`config.mk`:
```
export PLATFORM = sky130hd
export DESIGN_NAME = pick_motion_ctrl
export DESIGN_NICKNAME = d
export VERILOG_FILES = /design/src/rtl/pick_pkg.sv /design/src/rtl/frame_tick_sync.sv /design/src/rtl/pick_motion_ctrl.sv
export SDC_FILE = /design/constraint.sdc
export NUM_CORES = 1
export LEC_CHECK = 0
export ABC_AREA = 1
export ABC_CLOCK_PERIOD_IN_PS = 3200
export CORE_UTILIZATION = 45
export CTS_BUF_LIST = sky130_fd_sc_hd__clkbuf_8
export CTS_CLUSTER_SIZE = 12
export DETAILED_ROUTE_END_ITERATION = 12
export PLACE_DENSITY_LB_ADDON = 0.2
export SYNTH_ARGS = -nofsm -noshare
export SYNTH_HDL_FRONTEND = slang
export SYNTH_SLANG_ARGS = --single-unit
```
`constraint.sdc`:
```
create_clock -name Clk -period 3.2 [get_ports Clk]
set_clock_uncertainty 0.2 [all_clocks]
set_input_delay 0.64 -clock Clk [delete_from_list [all_inputs] [get_ports Clk]]
set_output_delay 0.64 -clock Clk [all_outputs]
set_load 0.02 [all_outputs]
```
`src/rtl/pick_pkg.sv`:
```
// Shared definitions for the pick controller and the per-level pin checkers.
package pick_pkg;

  typedef enum logic [1:0] {
    IDLE = 2'd0,
    AIM  = 2'd1,
    HOLD = 2'd2,
    OPEN = 2'd3
  } pick_state_t;

  localparam logic [7:0] KEY_UP   = 8'h1A;
  localparam logic [7:0] KEY_DOWN = 8'h16;
  localparam logic [7:0] KEY_OPEN = 8'h2C;

  localparam int unsigned PICK_Y_MIN = 32;
  localparam int unsigned PICK_Y_MAX = 479;

endpackage

```
`src/rtl/frame_tick_sync.sv`:
```
// Brings the asynchronous vsync frame clock into the Clk domain as a one-cycle tick.
module frame_tick_sync (
  input  logic Clk,
  input  logic Reset,
  input  logic frame_clk,
  output logic tick
);

  logic sync1, sync2, sync3;

  // tick is registered, so it rises on the third edge after frame_clk is sampled high
  always_ff @(posedge Clk) begin
    if (Reset) begin
      sync1 <= 1'b0;
      sync2 <= 1'b0;
      sync3 <= 1'b0;
      tick  <= 1'b0;
    end else begin
      sync1 <= frame_clk;
      sync2 <= sync1;
      sync3 <= sync2;
      tick  <= sync2 & ~sync3;
    end
  end

endmodule

```
`src/rtl/pick_motion_ctrl.sv`:
```
// Keyboard-driven pick position and open strobe, stepped once per video frame.
module pick_motion_ctrl
  import pick_pkg::*;
#(
  parameter int unsigned Y_MIN       = PICK_Y_MIN,
  parameter int unsigned Y_MAX       = PICK_Y_MAX,
  parameter int unsigned Y_INIT      = PICK_Y_MIN,
  parameter int unsigned STEP        = 2,
  parameter int unsigned HOLD_FRAMES = 30
) (
  input  logic       Clk,
  input  logic       Reset,
  input  logic       frame_clk,
  input  logic [7:0] keycode0,
  input  logic [7:0] keycode1,
  input  logic       levelActive,
  output logic [9:0] pickY,
  output logic       openner,
  output logic [5:0] holdCount,
  output logic [1:0] pickState
);

  localparam logic [9:0] YMIN   = 10'(Y_MIN);
  localparam logic [9:0] YMAX   = 10'(Y_MAX);
  localparam logic [9:0] YINIT  = 10'(Y_INIT);
  localparam logic [9:0] YSTEP  = 10'(STEP);
  localparam logic [5:0] HOLD_N = 6'(HOLD_FRAMES);

  pick_state_t state, state_n;
  logic [9:0]  pick_y, pick_y_n, moved_y;
  logic [5:0]  hold_cnt, hold_cnt_n;
  logic        tick;
  logic        key_up, key_down, key_open;
  logic        mv_up, mv_down, hold_req;

  frame_tick_sync u_tick (
    .Clk      (Clk),
    .Reset    (Reset),
    .frame_clk(frame_clk),
    .tick     (tick)
  );

  always_comb begin
    key_up   = (keycode0 == KEY_UP)   || (keycode1 == KEY_UP);
    key_down = (keycode0 == KEY_DOWN) || (keycode1 == KEY_DOWN);
    key_open = (keycode0 == KEY_OPEN) || (keycode1 == KEY_OPEN);
    mv_up    = key_up & ~key_down;
    mv_down  = key_down & ~key_up;
    hold_req = key_open & ~mv_up & ~mv_down;
  end

  // Clamp tests are done before the add/subtract so the 10-bit result never wraps
  always_comb begin
    moved_y = pick_y;
    if (mv_up)
      moved_y = (pick_y < YMIN + YSTEP) ? YMIN : pick_y - YSTEP;
    else if (mv_down)
      moved_y = (pick_y > YMAX - YSTEP) ? YMAX : pick_y + YSTEP;
  end

  always_comb begin
    state_n    = state;
    pick_y_n   = pick_y;
    hold_cnt_n = hold_cnt;
    if (!levelActive) begin
      state_n    = IDLE;
      pick_y_n   = YINIT;
      hold_cnt_n = '0;
    end else begin
      unique case (state)
        IDLE: begin
          state_n    = AIM;
          pick_y_n   = YINIT;
          hold_cnt_n = '0;
        end
        AIM: if (tick) begin
          if (hold_req) begin
            hold_cnt_n = 6'd1;
            state_n    = (HOLD_N == 6'd1) ? OPEN : HOLD;
          end else begin
            pick_y_n = moved_y;
          end
        end
        HOLD: if (tick) begin
          if (hold_req) begin
            hold_cnt_n = hold_cnt + 6'd1;
            if (hold_cnt_n == HOLD_N) state_n = OPEN;
          end else begin
            hold_cnt_n = '0;
            pick_y_n   = moved_y;
            state_n    = AIM;
          end
        end
        OPEN: if (tick && !hold_req) begin
          hold_cnt_n = '0;
          state_n    = AIM;
        end
        default: state_n = IDLE;
      endcase
    end
  end

  always_ff @(posedge Clk) begin
    if (Reset) begin
      state    <= IDLE;
      pick_y   <= YINIT;
      hold_cnt <= '0;
    end else begin
      state    <= state_n;
      pick_y   <= pick_y_n;
      hold_cnt <= hold_cnt_n;
    end
  end

  always_comb begin
    pickY     = pick_y;
    holdCount = hold_cnt;
    openner   = (state != OPEN);
    pickState = state;
  end

endmodule

```
Yosys cells after proc, flatten, opt, wreduce, memory -nomap -nowiden
Index checks and enable logic that the tools add are counted.
- equality and inequality tests: 19
- magnitude comparators: 2
- reductions and logical operators: 12
- add/sub/neg operators: 3
- bitwise operators: 11
- muxes and demuxes: 20
- operator list (cell ; number):
    10-bit 2-to-1 mux ; 6
    8-bit by 5-bit == test with 1-bit output, second input constant ; 4
    6-bit 2-to-1 mux ; 5
    6-bit one-hot mux with 4 select lines ; 1
    10-bit one-hot mux with 2 select lines ; 1
    8-bit by 6-bit == test with 1-bit output, second input constant ; 2
    2-bit 2-to-1 mux ; 6
    10-bit by 2-bit adder with 10-bit output, second input constant ; 1
    10-bit by 9-bit > comparator with 1-bit output, second input constant ; 1
    10-bit by 6-bit < comparator with 1-bit output, second input constant ; 1
    10-bit by 2-bit subtractor with 10-bit output, second input constant ; 1
    2-bit inequality test, second input constant ; 4
    2-bit one-hot mux with 4 select lines ; 1
    4-bit AND reduction ; 2
    6-bit by 1-bit adder with 6-bit output, second input constant ; 1
    6-bit by 5-bit == test with 1-bit output, second input constant ; 1
    2-bit by 1-bit inequality test with 1-bit output, second input constant ; 3
    1-bit inverter ; 6
    1-bit bitwise AND ; 5
    5-bit AND reduction ; 1
    2-bit == test, second input constant ; 2
    2-bit OR reduction ; 2
    1-bit logical OR ; 3
    3-bit by 1-bit inequality test with 1-bit output, second input constant ; 1
    other kinds (6) ; 6
- register bits after elaboration: 22
- bits of input ports: 20
- output and inout bits: 19
- word-level logic and storage cells: 74

Longest topological paths before layout
- depth in word-level cells: 11
- depth in mapped cells: 15
- gate-level depth less buffers: 15

Cells and area by module
A second synthesis with hierarchy kept.
- cell total of the unflattened synthesis: 277
- area, all modules: 1774.2 um^2
- modules (own cells, without submodules) (module ; cells an instance ; instances ; area each (um^2)):
    pick_motion_ctrl ; 265 ; 1 ; 1659.1
    frame_tick_sync ; 12 ; 1 ; 115.1

Least setup slack after synthesis
No wires, ideal clock.
- path type: input -> register
- from: in keycode0[7]
- to: reg hold_cnt[0], in the netlist holdCount[0]
- path buffers: 1
- data required time: 2.872 ns
- path slack: 1.151 ns
- cell stages on the path: 13
- data arrival time: 1.721 ns
- cell sequence: nor2_2 > nand2_1 > nor2_2 > nor2_1 > nand2_2 > buf_6 > nand4_2 > nand2_2 > nand2_4 > inv_4 > nor2_1 > nor2_1 > nor2_1
- cells in the longest elaborated chain, start to end: 11
- ends and longest elaborated chain (item ; line ; source):
    start: declaration ; pick_motion_ctrl.sv:14 ; input logic [7:0] keycode0,
    8-bit by 5-bit == test with 1-bit output ; pick_motion_ctrl.sv:45 ; key_down = (keycode0 == KEY_DOWN) || (keycode1 == KEY_DOWN);
    1-bit logical OR ; pick_motion_ctrl.sv:45 ;
    1-bit inverter ; pick_motion_ctrl.sv:47 ; mv_up = key_up & ~key_down;
    1-bit bitwise AND ; pick_motion_ctrl.sv:47 ;
    1-bit inverter ; pick_motion_ctrl.sv:49 ; hold_req = key_open & ~mv_up & ~mv_down;
    1-bit bitwise AND ; pick_motion_ctrl.sv:49 ;
    1-bit bitwise AND (*) ; pick_motion_ctrl.sv:49 ;
    1-bit logical NOT ; pick_motion_ctrl.sv:94 ; OPEN: if (tick && !hold_req) begin
    1-bit logical AND ; pick_motion_ctrl.sv:94 ;
    2-bit inequality test (no line) ; -- ;
    4-bit AND reduction (no line) ; -- ;
    end signal: assignment ; pick_motion_ctrl.sv:111 ; hold_cnt <= hold_cnt_n;
    end: declaration ; pick_motion_ctrl.sv:31 ; logic [5:0] hold_cnt, hold_cnt_n;
Mark *: on every way between the ends. The rest lies on a longest branch, timed or not. The select of a mux whose other input is x is not followed.
A chain may end at the register's enable or synchronous reset.

Final worst setup path
- from: in keycode1[0]
- to: reg pick_y[4], in the netlist pickY[4]
- cells in the longest elaborated chain, start to end: 9
- ends and longest elaborated chain (item ; line ; source):
    start: declaration ; pick_motion_ctrl.sv:15 ; input logic [7:0] keycode1,
    8-bit by 5-bit == test with 1-bit output ; pick_motion_ctrl.sv:45 ;
    1-bit logical OR ; pick_motion_ctrl.sv:45 ;
    1-bit inverter ; pick_motion_ctrl.sv:47 ;
    1-bit bitwise AND ; pick_motion_ctrl.sv:47 ;
    1-bit inverter ; pick_motion_ctrl.sv:49 ;
    1-bit bitwise AND (2 in a row) ; pick_motion_ctrl.sv:49 ;
    2-bit inequality test (no line) ; -- ;
    4-bit AND reduction (no line) ; -- ;
    end signal: assignment ; pick_motion_ctrl.sv:110 ; pick_y <= pick_y_n;
    end: declaration ; pick_motion_ctrl.sv:30 ; logic [9:0] pick_y, pick_y_n, moved_y;
Parallel ways exist; a longest one is shown, timed or not. The select of a mux whose other input is x is not followed.

==> reports/qor_table.md <==
| Result | This run | Unit |
| --- | --- | --- |
| Clock edge transition at the registers on the reported setup and hold paths | 80 | ps |
| Final hold violations | 0 | - |
| Number of CTS-inserted buffers | 3 | - |
| DIE AREA | 4200 | µm² |
| Critical-path cell with the highest stage delay | sky130_fd_sc_hd__clkdlybuf4s50_1 | - |
| IR Drop Worst-Case VDD | 0.191 | mV |
| Final Routed Wirelength | 4020 | µm |
| Gr ovfl total | 0 | - |
| Worst hold path class | reg -> reg | - |
| Iteration-0 DRC Markers | 103 | - |
| Yosys Warn Count | 0 | - |
| F_max | 0.386 | GHz |
| Required time reported for the critical path endpoint | 3140 | ps |
| Count of placed standard cells in the final layout, fillers left out | 373 | - |
| Routability cong. | 0.908 | - |
| Combined global-route utilization of all metal layers | 0.209 | - |
| Sequential area share after synthesis | 0.248 | - |
| Average wire length per cell after detail routing | 10.8 | µm |
| Hold path depth | 1 | - |
| Buffers on Ports | 38 | - |
| Root Buffer | sky130_fd_sc_hd__clkbuf_8 | - |
| Number of max-cap violations | 0 | - |
| Number of storage elements in the synthesis netlist | 22 | - |
| Cells along the critical path | clkdlybuf4s50_1 -> inv_1 -> nand2_1 -> inv_1 -> nand2_1 -> nor2_1 -> nor2_1 -> nand2_2 -> nand2_1 -> nand2_2 -> a21oi_4 -> o21ai_0 -> o21ai_0 -> nor2_1 | - |
| Count of distinct cell types in the synthesized netlist | 32 | - |
| Standby leakage power | 0.979 | nW |
| Diodes inserted | 0 | - |
| Placed insts | 369 | - |
| Dominant cells by area after synthesis | sky130_fd_sc_hd__dfxtp_1 (25%), sky130_fd_sc_hd__nand2_1 (13%), sky130_fd_sc_hd__inv_1 (9.9%) | - |
| Synthesized area | 1770 | µm² |
| Number of cells on the critical path | 14 | - |
| Critical path's top delay family | simple AND/OR/NAND/NOR gates | - |
| Final max-slew violation count | 0 | - |
| EDFF count, synth | 0 | - |
| Cell taking the most area after synthesis | sky130_fd_sc_hd__dfxtp_1 | - |
| Clock Sink Count | 22 | - |
| Antenna violations before repair | 0 | - |
| Synthesized netlist cell count | 287 | - |
| Height of the die | 64.8 | µm |
| Number of nets in the final layout | 354 | - |
| Synth-to-Final Area Change | 26.2 | % |
| Delay contributed by the slowest stage of the critical path | 470 | ps |
| Post-synth ARST share | 0 | - |
| Setup violations, final | 0 | - |
| Core area | 3720 | µm² |
| Post-detailed-route count of antenna-violating nets | 0 | - |
| Number of cells on the worst reg-to-reg path | 7 | - |
| Global route hottest layer | met2 | - |
| Layout cells sized above 1 | 0.0831 | - |
| Global-route wire length before repair | 7000 | µm |
| Met3 track utilization from global routing | 0.0317 | - |
| Fin crit share | 0.809 | - |
| Unrepaired setup endpoints after global routing | false | - |
| Maximum number of pins on one net before global-route repair | 15 | - |
| Worst path buffer plus inverter count | 3 | - |
| Global-route track usage on met2 | 0.383 | - |
| Leading register cell type out of synthesis | sky130_fd_sc_hd__dfxtp_1 | - |
| Share of Yosys cell area claimed by the top area cell type | 0.248 | - |
| Arrival @ worst endpoint | 2530 | ps |
| Insertion delay of the later-clocked pin in the worst-skew pair | 260 | ps |
| Most repeated cell in the gate-level netlist after synthesis | sky130_fd_sc_hd__nand2_1 | - |
| Starting utilization of the core area | 0.477 | - |
| Depth of the CTS H-tree | 1 | - |
| Average footprint of a synthesized cell | 6.18 | µm² |
| Met1 usage | 0.247 | - |
| Post-detailed-route via-to-cell ratio | 5.05 | - |
| Total I/O pin count | 39 | - |
| Worst-margin pin slew | 401 | ps |
| Type of the worst setup path | in -> reg | - |
| Post-detail-place hpwl | 3100 | µm |
| Number of nets in the synthesized netlist | 315 | - |
| Power Density | 269 | nW/µm² |
| Commonest cells in the netlist | sky130_fd_sc_hd__nand2_1 (60), sky130_fd_sc_hd__inv_1 (47), sky130_fd_sc_hd__nor2_1 (43) | - |
| Endpoint type of the worst setup path | flip-flop | - |
| Std cell rows | 22 | - |
| First-pass iteration count of the detailed router | 4 | - |
| Status | completed | - |
| Bufs on Longest Clock Path | 2 | - |
| Die Span X | 64.8 | µm |
| Hold-fix buffers at CTS | 0 | - |
| Vias after detailed routing | 1,884 | - |
| Largest fanout on the critical path | 14 | - |
| Type of origin of the critical path | input port | - |
| Vias in the first global route | 1,714 | - |
| Total setup buffers inserted after CTS | 0 | - |
| Remaining DRCs | 0 | - |
| Summed negative setup slack over all endpoints | 0 | ps |
| Max-Slew Margin vs Limit | 0.732 | - |
| Post-CTS Resized | 0 | - |
| CTS tree | done | - |
| Post-layout min period | 2590 | ps |
## layout make-up
type / count / area [µm²]
flip-flops and latches: 22 / 440
well taps: 48 / 60.1
clock buffers: 4 / 55.1
repair buffers: 38 / 380
fillers: 392 / 1480
inverters: 49 / 186
multi-input cells: 212 / 1120
## logic make-up after synthesis
logic type                 count (synthesis)  synth area share
AOI/OAI and AO/OA                         39             0.130
xor gates and xnor gates                   7            0.0346
adders and majority gates                  8            0.0564
buffers and inverters                     53             0.123
DFF                                       22             0.248
and+or+nand+nor                          158             0.408
## final timing paths
kind                                           startpoint                      to  slack (ps)
worst max-delay path                          keycode1[0]   pickY[4]$_SDFFE_PP0P_         610
worst min-delay path              u_tick.sync3$_SDFF_PP0_  u_tick.tick$_SDFF_PP0_         190
worst max register to register  pickState[0]$_SDFFE_PP0P_   pickY[4]$_SDFFE_PP0P_        1180
worst min register to register    u_tick.sync3$_SDFF_PP0_  u_tick.tick$_SDFF_PP0_         190
## placed cells by master (no fill, tap or decap), types with 3 or more instances in the layout
cell type	n
sky130_fd_sc_hd__nand3_1	20
sky130_fd_sc_hd__clkdlybuf4s50_1	38
sky130_fd_sc_hd__nand4_1	7
sky130_fd_sc_hd__nand2_2	7
sky130_fd_sc_hd__inv_1	47
sky130_fd_sc_hd__dfxtp_1	22
sky130_fd_sc_hd__o21ai_1	4
sky130_fd_sc_hd__ha_1	8
sky130_fd_sc_hd__nor2_2	3
sky130_fd_sc_hd__a21oi_1	15
sky130_fd_sc_hd__nor4_1	5
sky130_fd_sc_hd__xor2_1	7
sky130_fd_sc_hd__nand2_1	60
sky130_fd_sc_hd__nor3_1	6
sky130_fd_sc_hd__clkbuf_8	4
sky130_fd_sc_hd__nor2_1	43
sky130_fd_sc_hd__o21ai_0	10
## report_power, final
| part | internal, mW | switching (mW) | total (mW) |
|---|---|---|---|
| registers | 0.279 | 0.00693 | 0.286 |
| clock network | 0.110 | 0.0888 | 0.198 |
| logic | 0.0526 | 0.0643 | 0.117 |
## worst reg2reg max path, stage by stage, from the launching register on
cell and delay, ps:
sky130_fd_sc_hd__dfxtp_1 440, sky130_fd_sc_hd__inv_1 70, sky130_fd_sc_hd__ha_1 380, sky130_fd_sc_hd__inv_1 160
sky130_fd_sc_hd__a21oi_4 370, sky130_fd_sc_hd__o21ai_0 140, sky130_fd_sc_hd__o21ai_0 100, sky130_fd_sc_hd__nor2_1 50
## state kept, by name, indices dropped and copies added, names as in the netlist
| register | count |
|---|---|
| pickY | 10 |
| u_tick.sync3 | 1 |
| u_tick.tick | 1 |
| u_tick.sync1 | 1 |
| u_tick.sync2 | 1 |
| holdCount | 6 |
| pickState | 2 |
## per-stage QoR
step           hold slack [ps]  total power, mW  area (µm²)   util  worst slack (ps)
6_report                   194            0.601        2240  0.602               610
5_1_grt                    213            0.635        2240  0.602               299
4_1_cts                    198            0.609        2240  0.602               634
3_5_place_dp               186            0.408        2180  0.588               337
3_3_place_gp               181            0.406        2180  0.588               402
2_1_floorplan              173            0.363        1770      -              1150
## layer usage
layer / routed length, µm / up-vias
met4: 48 / 0
li1: - / 987
met3: 185 / 7
met5: 0 / -
met1: 1870 / 841
met2: 1920 / 49
Power figures use the tool's default switching activity.
